## src/rtl/seg7_pkg.sv

```systemverilog
// Shared definitions for the 7-segment bus capture block.
// Contents: segment codes for hex 0..F and blank, the decode result type,
// the FSM state type and the default stability window.
package seg7_pkg;

   // Segment patterns, bit0 = a ... bit6 = g, high = lit
   localparam logic [6:0] SEG_0     = 7'h3f;
   localparam logic [6:0] SEG_1     = 7'h06;
   localparam logic [6:0] SEG_2     = 7'h5b;
   localparam logic [6:0] SEG_3     = 7'h4f;
   localparam logic [6:0] SEG_4     = 7'h66;
   localparam logic [6:0] SEG_5     = 7'h6d;
   localparam logic [6:0] SEG_6     = 7'h7d;
   localparam logic [6:0] SEG_7     = 7'h07;
   localparam logic [6:0] SEG_8     = 7'h7f;
   localparam logic [6:0] SEG_9     = 7'h6f;
   localparam logic [6:0] SEG_A     = 7'h77;
   localparam logic [6:0] SEG_B     = 7'h7c;
   localparam logic [6:0] SEG_C     = 7'h39;
   localparam logic [6:0] SEG_D     = 7'h5e;
   localparam logic [6:0] SEG_E     = 7'h79;
   localparam logic [6:0] SEG_F     = 7'h71;
   localparam logic [6:0] SEG_BLANK = 7'h00;

   localparam int unsigned STABLE_CYCLES_DEF = 16;

   typedef struct packed {
      logic       ok;
      logic       blank;
      logic [3:0] val;
   } seg7_dec_t;

   typedef enum logic {
      StSettle,
      StLocked
   } seg7_state_e;

endpackage

```

## src/rtl/seg7_decode.sv

```systemverilog
// Combinational segment-pattern decoder.
// Ports: i_db  - segment pattern (bit0 = a ... bit6 = g)
//        o_dec - {ok, blank, val}; val is 0 whenever ok is low
module seg7_decode
   import seg7_pkg::*;
(
   input  logic [6:0] i_db,
   output seg7_dec_t  o_dec
);

   always_comb begin
      o_dec = '{ok: 1'b1, blank: 1'b0, val: 4'h0};
      case (i_db)
         SEG_0:     o_dec.val = 4'h0;
         SEG_1:     o_dec.val = 4'h1;
         SEG_2:     o_dec.val = 4'h2;
         SEG_3:     o_dec.val = 4'h3;
         SEG_4:     o_dec.val = 4'h4;
         SEG_5:     o_dec.val = 4'h5;
         SEG_6:     o_dec.val = 4'h6;
         SEG_7:     o_dec.val = 4'h7;
         SEG_8:     o_dec.val = 4'h8;
         SEG_9:     o_dec.val = 4'h9;
         SEG_A:     o_dec.val = 4'ha;
         SEG_B:     o_dec.val = 4'hb;
         SEG_C:     o_dec.val = 4'hc;
         SEG_D:     o_dec.val = 4'hd;
         SEG_E:     o_dec.val = 4'he;
         SEG_F:     o_dec.val = 4'hf;
         SEG_BLANK: o_dec = '{ok: 1'b0, blank: 1'b1, val: 4'h0};
         default:   o_dec = '{ok: 1'b0, blank: 1'b0, val: 4'h0};
      endcase
   end

endmodule

```

## src/rtl/seg7_capture.sv

```systemverilog
// Receiver for the two-digit common-cathode 7-segment bus. Synchronizes the
// bus, waits for it to be stable for STABLE_CYCLES samples, then decodes the
// enabled digit(s) once and holds the result until the bus changes again.
// Ports: clk, rst (async, active-high)
//        sm_cs1_n, sm_cs2_n, sm_db  - probed display bus (asynchronous)
//        digN_val/ok/blank          - last committed state of digit N
//        upd                        - pulse, a committed digit changed
//        err                        - pulse, commit saw an undecodable pattern
module seg7_capture
   import seg7_pkg::*;
#(
   parameter int unsigned STABLE_CYCLES = STABLE_CYCLES_DEF,
   parameter int unsigned CNT_W         = 16
) (
   input  logic       clk,
   input  logic       rst,
   input  logic       sm_cs1_n,
   input  logic       sm_cs2_n,
   input  logic [6:0] sm_db,
   output logic [3:0] dig1_val,
   output logic [3:0] dig2_val,
   output logic       dig1_ok,
   output logic       dig2_ok,
   output logic       dig1_blank,
   output logic       dig2_blank,
   output logic       upd,
   output logic       err
);

   localparam logic [CNT_W-1:0] CNT_MAX  = CNT_W'(STABLE_CYCLES - 1);
   // Idle bus: both selects deasserted, all segments dark
   localparam logic [8:0]       WORD_RST = 9'h180;

   logic [8:0]       r_sync1;
   logic [8:0]       r_word_s;
   logic [8:0]       r_word_q;
   logic [CNT_W-1:0] r_cnt;
   seg7_state_e      r_state;
   seg7_state_e      w_state_d;
   seg7_dec_t        r_dig1;
   seg7_dec_t        r_dig2;
   seg7_dec_t        w_dig1_d;
   seg7_dec_t        w_dig2_d;
   seg7_dec_t        w_dec;
   logic             r_upd;
   logic             r_err;
   logic             w_equal;
   logic             w_commit;
   logic             w_cs1_en;
   logic             w_cs2_en;
   logic             w_upd;
   logic             w_err;

   assign w_equal  = (r_word_s == r_word_q);
   assign w_cs1_en = ~r_word_s[8];
   assign w_cs2_en = ~r_word_s[7];

   seg7_decode u_decode (
      .i_db  (r_word_s[6:0]),
      .o_dec (w_dec)
   );

   always_comb begin
      w_state_d = r_state;
      w_commit  = 1'b0;
      case (r_state)
         StSettle: begin
            if (w_equal && (r_cnt == CNT_MAX)) begin
               w_commit  = 1'b1;
               w_state_d = StLocked;
            end
         end
         StLocked: begin
            if (!w_equal) begin
               w_state_d = StSettle;
            end
         end
         default: w_state_d = StSettle;
      endcase
   end

   // Blank and undecodable patterns keep the last good value
   always_comb begin
      w_dig1_d = r_dig1;
      w_dig2_d = r_dig2;
      if (w_commit && w_cs1_en) begin
         w_dig1_d.ok    = w_dec.ok;
         w_dig1_d.blank = w_dec.blank;
         if (w_dec.ok) begin
            w_dig1_d.val = w_dec.val;
         end
      end
      if (w_commit && w_cs2_en) begin
         w_dig2_d.ok    = w_dec.ok;
         w_dig2_d.blank = w_dec.blank;
         if (w_dec.ok) begin
            w_dig2_d.val = w_dec.val;
         end
      end
      w_upd = w_commit && ((w_dig1_d != r_dig1) || (w_dig2_d != r_dig2));
      w_err = w_commit && (w_cs1_en || w_cs2_en) && !w_dec.ok && !w_dec.blank;
   end

   always_ff @(posedge clk or posedge rst) begin
      if (rst) begin
         r_sync1  <= WORD_RST;
         r_word_s <= WORD_RST;
         r_word_q <= WORD_RST;
         r_cnt    <= '0;
         r_state  <= StSettle;
         r_dig1   <= '0;
         r_dig2   <= '0;
         r_upd    <= 1'b0;
         r_err    <= 1'b0;
      end else begin
         r_sync1  <= {sm_cs1_n, sm_cs2_n, sm_db};
         r_word_s <= r_sync1;
         r_word_q <= r_word_s;
         if (!w_equal) begin
            r_cnt <= '0;
         end else if (r_cnt != CNT_MAX) begin
            r_cnt <= r_cnt + 1'b1;
         end
         r_state  <= w_state_d;
         r_dig1   <= w_dig1_d;
         r_dig2   <= w_dig2_d;
         r_upd    <= w_upd;
         r_err    <= w_err;
      end
   end

   assign dig1_val   = r_dig1.val;
   assign dig2_val   = r_dig2.val;
   assign dig1_ok    = r_dig1.ok;
   assign dig2_ok    = r_dig2.ok;
   assign dig1_blank = r_dig1.blank;
   assign dig2_blank = r_dig2.blank;
   assign upd        = r_upd;
   assign err        = r_err;

endmodule

```

## config.mk

```make
export PLATFORM = sky130hd
export DESIGN_NAME = seg7_capture
export DESIGN_NICKNAME = d
export VERILOG_FILES = /design/src/rtl/seg7_pkg.sv /design/src/rtl/seg7_decode.sv /design/src/rtl/seg7_capture.sv
export SDC_FILE = /design/constraint.sdc
export NUM_CORES = 1
export LEC_CHECK = 0
export CAP_MARGIN = 0
export CORE_ASPECT_RATIO = 1.25
export CORE_MARGIN = 3
export CORE_UTILIZATION = 61
export CTS_CLUSTER_SIZE = 16
export DETAILED_ROUTE_END_ITERATION = 16
export GPL_TIMING_DRIVEN = 0
export PLACE_DENSITY = 0.86
export SLEW_MARGIN = 20
export SYNTH_ARGS = -nofsm -noshare
export SYNTH_HDL_FRONTEND = slang
export SYNTH_HIERARCHICAL = 1
export SYNTH_SLANG_ARGS = --single-unit
export TNS_END_PERCENT = 50
```

## constraint.sdc

```tcl
create_clock -name clk -period 4 [get_ports clk]
set_clock_uncertainty 0.05 [all_clocks]
set_input_delay 0.8 -clock clk [delete_from_list [all_inputs] [get_ports clk]]
set_output_delay 0.8 -clock clk [all_outputs]
set_load 0.005 [all_outputs]
```

==> flow_summary.ini, run 1 <==
[place]
placed_area_sq_um = 3010
hpwl_um = 3520
post-place-ws_ns = 1.06
numPortBuffers = 24
routabilityCongestion = 0.906

[drt]
wl_met2_um = 2630
routed-via-count = 1952
vias_per_cell = 5.84
drc = 0
dr_wl_met3_um = 250
postRouteAntennaNets = 0
drtIter0Drc = 146
met1Wirelength_um = 2180
top_layer = met4
wl_um = 5160
wire_per_inst_um = 15.5
drt_first_pass_iters = 4

[sta]
setup_violations = 0
tns_ns = 0
fin_ws_ns = 1.05
worst_slew_pin_slew_ns = 0.911
finalHoldViolCount = 0
slew_viol_final = 0
maxSlewHeadroom_pct = 38.4
grt_setup_unrepaired = false
hold_slack_ns = 0.300
finalCritPeriodShare_pct = 73.7
fin_crit_ns = 2.95
fmax_mhz = 339

[cells_and_area]
area_delta_synth_final_pct = 19.5
drive_above_1_share_pct = 15.5
fin_nets = 285
post-route-util_pct = 77.5
post-route-cell-area_sq_um = 3230
antennaDiodeCount = 0

[floorplan]
io_pins = 25
die_x_um = 65.5
rows = 26
dieArea_sq_um = 5260
die_h_um = 80.4
core_sq_um = 4160
start_util_pct = 64.8

[worst_setup_path]
worstPathRequired_ns = 4.16
start_kind = flip-flop
critPathLaunch = r_word_s[4]
rr_endpoint = dig2_val[0]
reg2reg_depth = 9
r2r_start = r_word_s[4]
end_kind = flip-flop
r2r_setup_slack_ns = 1.05
critPathArrivalTime_ns = 3.11
critPathKind = flip-flop to flip-flop
worstSetupEndpoint = dig2_val[0]
cp_max_fo = 9

[synth]
syn_inst = 238
synth_edf_count = 0
async_flop_share_pct = 100
synth_area_leader_cell = dfrtp_1
avgSynthCellArea_sq_um = 11.3
ys.flop_type = dfrtp_1
yosysTopAreaCellShare_pct = 48.2
yosysSeqAreaShare_pct = 54.1
syn-cell-area_sq_um = 2700
synth_cell_types = 46
syn_nets = 250
ys_ff_latch = 58
ys_top_cells_by_area = dfrtp_1 (48%), xnor2_1 (6.5%), dfstp_2 (5.8%)
yosys_warnings = 6

[clocking]
h-tree-depth = 3
hold_buffers = 0
cts_resized = 0
cts-root-buf = clkbuf_8
postCtsSetupBuffers = 0
clk_transition_reported_paths_ns = 0.07
clk_latency_ns = 0.34
cts_buffers = 9
cts_sinks = 58
clk_path_buf_depth = 2
cts_tree = done

[power_and_ir_drop]
p_per_area_nw_per_um2 = 390
leakage_uw = 0.00131
peakVddDrop_v = 0.000316

[job]
drv_cap = 0

[global_route]
antenna_found_initial = 0
grt_pass1_vias = 1897
grt_first_pass_wirelength_um = 8740
grt_overflow = 0
grt_max_degree = 59
grt_use_total_pct = 22.3

[outcome]
status = complete, no violations

[min_path]
hold_class = flip-flop to flip-flop
## report_power, final
part / internal, uW / switching (uW)
Sequential: 603 / 10.0
Clock: 323 / 242
Combinational: 30.8 / 47.2
## worst min-delay path by stage
| stage | startpoint | to | slack (ns) | cells after the start |
|---|---|---|---|---|
| 6_report | r_sync1[1] | r_word_s[1] | 0.30 | 0 |
| 5_1_grt | r_sync1[6] | r_word_s[6] | 0.31 | 0 |
| 4_1_cts | r_sync1[6] | r_word_s[6] | 0.30 | 0 |
| 3_5_place_dp | r_sync1[6] | r_word_s[6] | 0.29 | 0 |
| 3_3_place_gp | r_sync1[4] | r_word_s[4] | 0.28 | 0 |
| 2_1_floorplan | r_sync1[0] | r_word_s[0] | 0.28 | 0 |
## Yosys cell counts, drive strengths merged, types with 2 or more instances
master / count
dfrtp: 52
nor2: 25
xnor2: 20
nor4: 15
nand2: 13
mux2: 12
xor2: 12
nand3: 11
nand4: 10
nor3: 9
buf: 8
a21oi: 6
dfstp: 6
o21ai: 6
inv: 4
a31oi: 3
and4: 3
a211oi: 2
and3: 2
nand2b: 2
o211ai: 2
## state kept, by name, indices dropped and copies added, names as in the netlist
register	cells
dig1_blank	1
dig1_ok	1
dig1_val	4
dig2_blank	1
dig2_ok	1
dig2_val	4
err	1
r_cnt	16
r_state	1
r_sync1	9
r_word_q	9
r_word_s	9
upd	1
## metal layers
metal  up-vias  global-route usage [%]
met3        12                    6.01
met2        59                    36.7
met5         -                       0
met4         0                    11.4
met1       948                    26.7
li1        933                       -
## through the flow
stage	instances	power [uW]
6_report	334	1260
3_3_place_gp	318	697
2_1_floorplan	238	677
3_5_place_dp	318	702
4_1_cts	334	1270
5_1_grt	334	1310
## layout by cell type, fill, tap and decap left out, types with 3 or more instances in the layout
| cell type | n |
|---|---|
| clkbuf_8 | 11 |
| nand2_1 | 13 |
| nand4_1 | 9 |
| nor2_1 | 25 |
| a21oi_1 | 6 |
| dfstp_2 | 6 |
| buf_2 | 5 |
| xnor2_1 | 20 |
| o21ai_0 | 4 |
| xor2_1 | 12 |
| nor4_1 | 12 |
| nand3_1 | 10 |
| dfrtp_1 | 52 |
| a31oi_1 | 3 |
| mux2_1 | 10 |
| nor3_1 | 8 |
| clkdlybuf4s50_1 | 24 |
| inv_1 | 3 |
## layout make-up
| type | count | area [sq um] |
|---|---|---|
| Clock buffer | 11 | 151 |
| Sequential cell | 58 | 1460 |
| Fill cell | 298 | 938 |
| Inverter | 4 | 17.5 |
| Buffer | 9 | 55.1 |
| Multi-Input combinational cell | 167 | 1170 |
| Timing Repair Buffer | 24 | 240 |
| Clock inverter | 5 | 62.6 |
| Tap cell | 56 | 70.1 |
## kinds of logic (layout without fill, tap and decap cells)
group	count (synthesis)	count (layout)	share of synthesized area, %
AOI/OAI and AO/OA	26	26	6.77
xor gates and xnor gates	32	32	10.4
adders and majority gates	1	1	0.464
buffers and inverters	13	53	2.60
DFF	58	58	54.1
muxes	12	12	5.01
and+or+nand+nor	96	96	20.7
## critical path: stages, from the launching register on
cell and delay, ns:
dfrtp_1 0.41, buf_4 0.18, or3_4 0.39, o32a_1 0.37
o2111ai_2 0.09, clkbuf_1 0.32, nand2b_1 0.10, nor4_1 0.36
nand4_4 0.18, mux2_1 0.37
Note: power is estimated with default switching activity, not from simulation.
==> inputs of run 2 (changes only) <==
- CORE_UTILIZATION: 61 -> 57
- PLACE_DENSITY: 0.86 -> 0.81
- clock period: 4 -> 2.8 ns (I/O delays scaled with it)
==> run 2 against run 1 <==
Compared with the run above:
- clock power grew 40%
- worst hold slack lost 0.0013 ns
- sequential power grew 43%
- worst setup slack lost 0.95 ns
- critical path type unchanged
- first-iteration DRC count grew 27%
- critical endpoint is now dig1_val[0]
==> flow_summary.ini, run 2 (synthesized netlist as in run 1, its figures left out) <==
[sta]
slew_viol_final = 0
finalHoldViolCount = 0
grt_setup_unrepaired = false
fin_ws_ns = 0.0993
setup_violations = 0
maxSlewHeadroom_pct = 54.5
fmax_mhz = 370
worst_slew_pin_slew_ns = 0.682
finalCritPeriodShare_pct = 96.5
fin_crit_ns = 2.70

[clocking]
cts_sinks = 58
cts_buffers = 9
clk_path_buf_depth = 2
postCtsSetupBuffers = 0
cts-root-buf = clkbuf_8
hold_buffers = 0
h-tree-depth = 3
clk_latency_ns = 0.33
clk_transition_reported_paths_ns = 0.07
cts_tree = done

[drt]
wl_um = 4760
vias_per_cell = 5.61
drc = 0
drt_first_pass_iters = 4
wire_per_inst_um = 14.2
postRouteAntennaNets = 0
routed-via-count = 1885
drtIter0Drc = 186

[global_route]
grt_max_degree = 59
grt_use_total_pct = 18.9
grt_first_pass_wirelength_um = 8040
antenna_found_initial = 0
grt_pass1_vias = 1800
grt_overflow = 0

[floorplan]
io_pins = 25
rows = 27
dieArea_sq_um = 5600
die_x_um = 67.5
core_sq_um = 4490
die_h_um = 82.9
start_util_pct = 60.1

[place]
hpwl_um = 3300
numPortBuffers = 24
post-place-ws_ns = -0.168
routabilityCongestion = 0.888

[min_path]
hold_depth = 0
hold_class = flip-flop to flip-flop

[power_and_ir_drop]
peakVddDrop_v = 0.000449
leakage_uw = 0.00131
total_power_uw = 1780
p_per_area_nw_per_um2 = 548

[worst_setup_path]
start_kind = flip-flop
cp_max_fo = 9
r2r_setup_slack_ns = 0.1
reg2reg_depth = 9
critPathArrivalTime_ns = 2.86
end_kind = flip-flop
worstPathRequired_ns = 2.96
critPathKind = flip-flop to flip-flop

[job]
drv_cap = 0

[cells_and_area]
mostFrequentLayoutCells = dfrtp_1 (52), nor2_1 (25), clkdlybuf4s50_1 (24)
largest_reg_flops = 16
drive_above_1_share_pct = 16.5
post-route-util_pct = 72.4
fin_nets = 285
layout_commonest_cell = dfrtp_1
antennaDiodeCount = 0
top_register = r_cnt
area_delta_synth_final_pct = 20.5

[outcome]
status = complete, no violations
[run 2: cell types whose count changed in the layout (fill, tap and decap cells not counted)]
cell | previous run | this run
nor4b_1 | 1 | 0
clkbuf_1 | 1 | 0
nor4b_2 | 0 | 1
clkinv_4 | 2 | 0
nor4_4 | 1 | 2
buf_4 | 2 | 3
nor4_1 | 12 | 11
clkinvlp_4 | 2 | 3
inv_6 | 0 | 1
[run 2: final timing paths]
check / endpoint / startpoint
setup reg to reg: dig1_val[0] / r_word_s[4]
min in group asynchronous: r_word_s[4] / rst
setup / recovery: dig1_val[0] / r_word_s[4]
max in group asynchronous: r_word_q[1] / rst
hold reg to reg: r_word_s[5] / r_sync1[5]
hold / removal: r_word_s[5] / r_sync1[5]
[run 2: worst max-delay path, cell delays in order, from the launching register on]
cell and delay [ns]:
dfrtp_1 0.41, buf_4 0.18, or3_4 0.40, o32a_1 0.37, o2111ai_2 0.09, buf_4 0.19
nand2b_1 0.06, nor4_1 0.19, and4_4 0.30, mux2_1 0.32
[run 2: final cells by class]
type	count	area, sq um
fill	312	1240
timing repair buffer	24	240
buffer	9	58.8
multi-input combinational	167	1190
inverter	4	17.5
tap	58	72.6
sequential	58	1460
clock buffer	11	151
clock inverter	5	61.3
[run 2: report_power, final]
group	total [uW]	switching, uW	internal, uW
combinational	114	68.6	45.4
sequential	876	14.2	861
clock	793	331	462
[run 2: stage by stage]
step / setup TNS (ns) / area, sq um / instances / hold slack [ns]
6_report: 0 / 3250 / 336 / 0.299
5_1_grt: 0 / 3250 / 336 / 0.306
4_1_cts: 0 / 3240 / 336 / 0.299
3_5_place_dp: -0.838 / 3010 / 320 / 0.285
3_3_place_gp: -7.11 / 3010 / 320 / 0.282
2_1_floorplan: 0 / 2700 / 238 / 0.281
[run 2: repair_timing]
item,CTS,global route
gates resized for setup,3,4
cloned,0,0
setup endpoints to repair,9,8
[run 2: layer usage]
layer	up-vias	share of wire (%)	track usage [%]
met4	0	2.0	10.7
met3	8	3.8	4.60
met2	53	49	28.9
li1	926	-	-
met1	898	45	23.8
met5	-	0	0
==> inputs of run 3 (changes only) <==
- SETUP_SLACK_MARGIN: unset -> 0.4
==> run 3 against run 2 <==
Compared with the run above:
- global-route usage increased by 1.6 points
- core utilization increased by 4.1 points
- count of clock-buffer cells in the layout decreased by 1
- worst hold slack got worse by 0.0025 ns
- maximum frequency increased by 3.6%
- first-iteration DRC count decreased by 27%
- register-to-register slack improved by 0.09 ns
- worst setup slack improved by 0.093 ns
- critical path depth unchanged
==> flow_summary.ini, run 3 (synthesized netlist as in run 1, its figures left out) <==
[place]
routabilityCongestion = 0.809
hpwl_um = 3250
placed_area_sq_um = 3040
numPortBuffers = 24

[worst_setup_path]
worstSetupEndpoint = dig1_val[3]
path_depth = 9
start_kind = flip-flop
end_kind = flip-flop
r2r_start = r_word_s[5]
cp_max_fo = 4
cp_cell_sequence = buf_6 -> or3_4 -> o32a_1 -> o2111ai_2 -> clkbuf_8 -> nand2b_1 -> nor4_1 -> and4_4 -> mux2_1
critPathKind = flip-flop to flip-flop
critPathLaunch = r_word_s[5]
r2r_setup_slack_ns = 0.19
critPathArrivalTime_ns = 2.77
cp_top_family = simple AND/OR/NAND/NOR gates
cp_num_buf_inv = 2
reg2reg_depth = 9
slowest_stage = or3_4
max_stage_delay_ns = 0.40
rr_endpoint = dig1_val[3]
worstPathRequired_ns = 2.96

[sta]
worst_slew_pin_slew_ns = 0.675
fin_crit_ns = 2.61
maxSlewHeadroom_pct = 55.0
finalHoldViolCount = 0
setup_violations = 0
fmax_mhz = 383
tns_ns = 0
hold_slack_ns = 0.296
slew_viol_final = 0
finalCritPeriodShare_pct = 93.1
grt_setup_unrepaired = true

[clocking]
clk_path_buf_depth = 2
clk_latency_ns = 0.33
clk_transition_reported_paths_ns = 0.07
cts_buffers = 9
hold_buffers = 0
cts_tree = done
h-tree-depth = 3
cts-root-buf = clkbuf_8
cts_sinks = 58

[floorplan]
rows = 27
dieArea_sq_um = 5600
core_sq_um = 4490
die_h_um = 82.9
start_util_pct = 60.1
io_pins = 25
die_x_um = 67.5

[power_and_ir_drop]
total_power_uw = 1710
peakVddDrop_v = 0.000390
pwr-share-seq_pct = 51.3
p_per_area_nw_per_um2 = 497
p_sw_share_pct = 25.6
switching_power_uw = 438
power.internal_uw = 1270
power.share.combinational_pct = 8.5
power_frac_clock_pct = 40.2
leakage_uw = 0.00140

[outcome]
status = complete, no violations

[min_path]
hold_class = flip-flop to flip-flop
hp-start = r_sync1[3]

[drt]
wl_um = 5350
drc = 0
drt_first_pass_iters = 4
drtIter0Drc = 136
routed-via-count = 2044
postRouteAntennaNets = 0
vias_per_cell = 5.77
wire_per_inst_um = 15.1

[global_route]
use_met2_pct = 29.8
grt_max_degree = 59
grt_use_met3_pct = 5.41
globalRouteMet1Util_pct = 26.3
grt_use_total_pct = 20.5
grt_pass1_vias = 1844
antenna_found_initial = 0
grt_first_pass_wirelength_um = 8600
grt_overflow = 0
grt.busiest_layer = met2

[cells_and_area]
antennaDiodeCount = 0
post-route-util_pct = 76.4
mostFrequentLayoutCells = dfrtp_1 (50), nor2_1 (24), clkdlybuf4s50_1 (24)
largest_reg_flops = 16
area_delta_synth_final_pct = 27.3
top_register = r_cnt
fin_nets = 303
layout_commonest_cell = dfrtp_1
drive_above_1_share_pct = 25.3
post-route-cell-area_sq_um = 3430

[job]
drv_cap = 0
run 3: metal layers:
metal	vias up	share of wire [%]
li1	966	-
met1	982	42
met2	78	49
met3	18	5.8
met4	0	3.2
met5	-	0
run 3: worst min-delay path by stage:
stage | to | slack (ns) | cells past startpoint
floorplan | r_word_s[0] | 0.28 | 0
global placement | r_word_s[2] | 0.28 | 0
detailed placement | r_word_s[1] | 0.28 | 0
CTS | r_word_s[1] | 0.30 | 0
global route | r_word_s[6] | 0.31 | 0
finish | r_word_s[3] | 0.30 | 0
run 3: cell type report:
class | count | area [sq um]
timing repair buffer | 42 | 377
tap | 58 | 72.6
multi-input combinational | 167 | 1250
clock buffer | 10 | 138
sequential | 58 | 1460
fill | 292 | 1060
clock inverter | 6 | 41.3
buffer | 9 | 80.1
inverter | 4 | 17.5
run 3: power groups by stage:
stage	registers, uW	clock network, uW	logic [uW]
final	876	687	146
after global routing	878	752	160
after CTS	875	702	127
after detailed placement	891	0	114
after global placement	890	0	111
after floorplan	887	0	82.7
run 3: worst register-to-register path, stage by stage, from the launching register on:
cell and delay (ns):
dfrtp_1 0.39, buf_6 0.13, or3_4 0.41, o32a_1 0.34, o2111ai_2 0.10, clkbuf_8 0.16
nand2b_1 0.05, nor4_1 0.21, and4_4 0.32, mux2_1 0.34
run 3: metrics by stage:
step | instances | worst slack, ns
global route | 354 | 0.0644
CTS | 345 | 0.276
floorplan | 238 | 0.354
detailed placement | 320 | 0.0448
finish | 354 | 0.192
global placement | 320 | -0.151
run 3: what timing repair did:
item,in CTS,in global routing
setup buffers,8,9
setup endpoints to repair,9,9
cloned,1,0
endpoints found under the hold margin,0,0
resized for setup,6,17
pin swaps,1,5
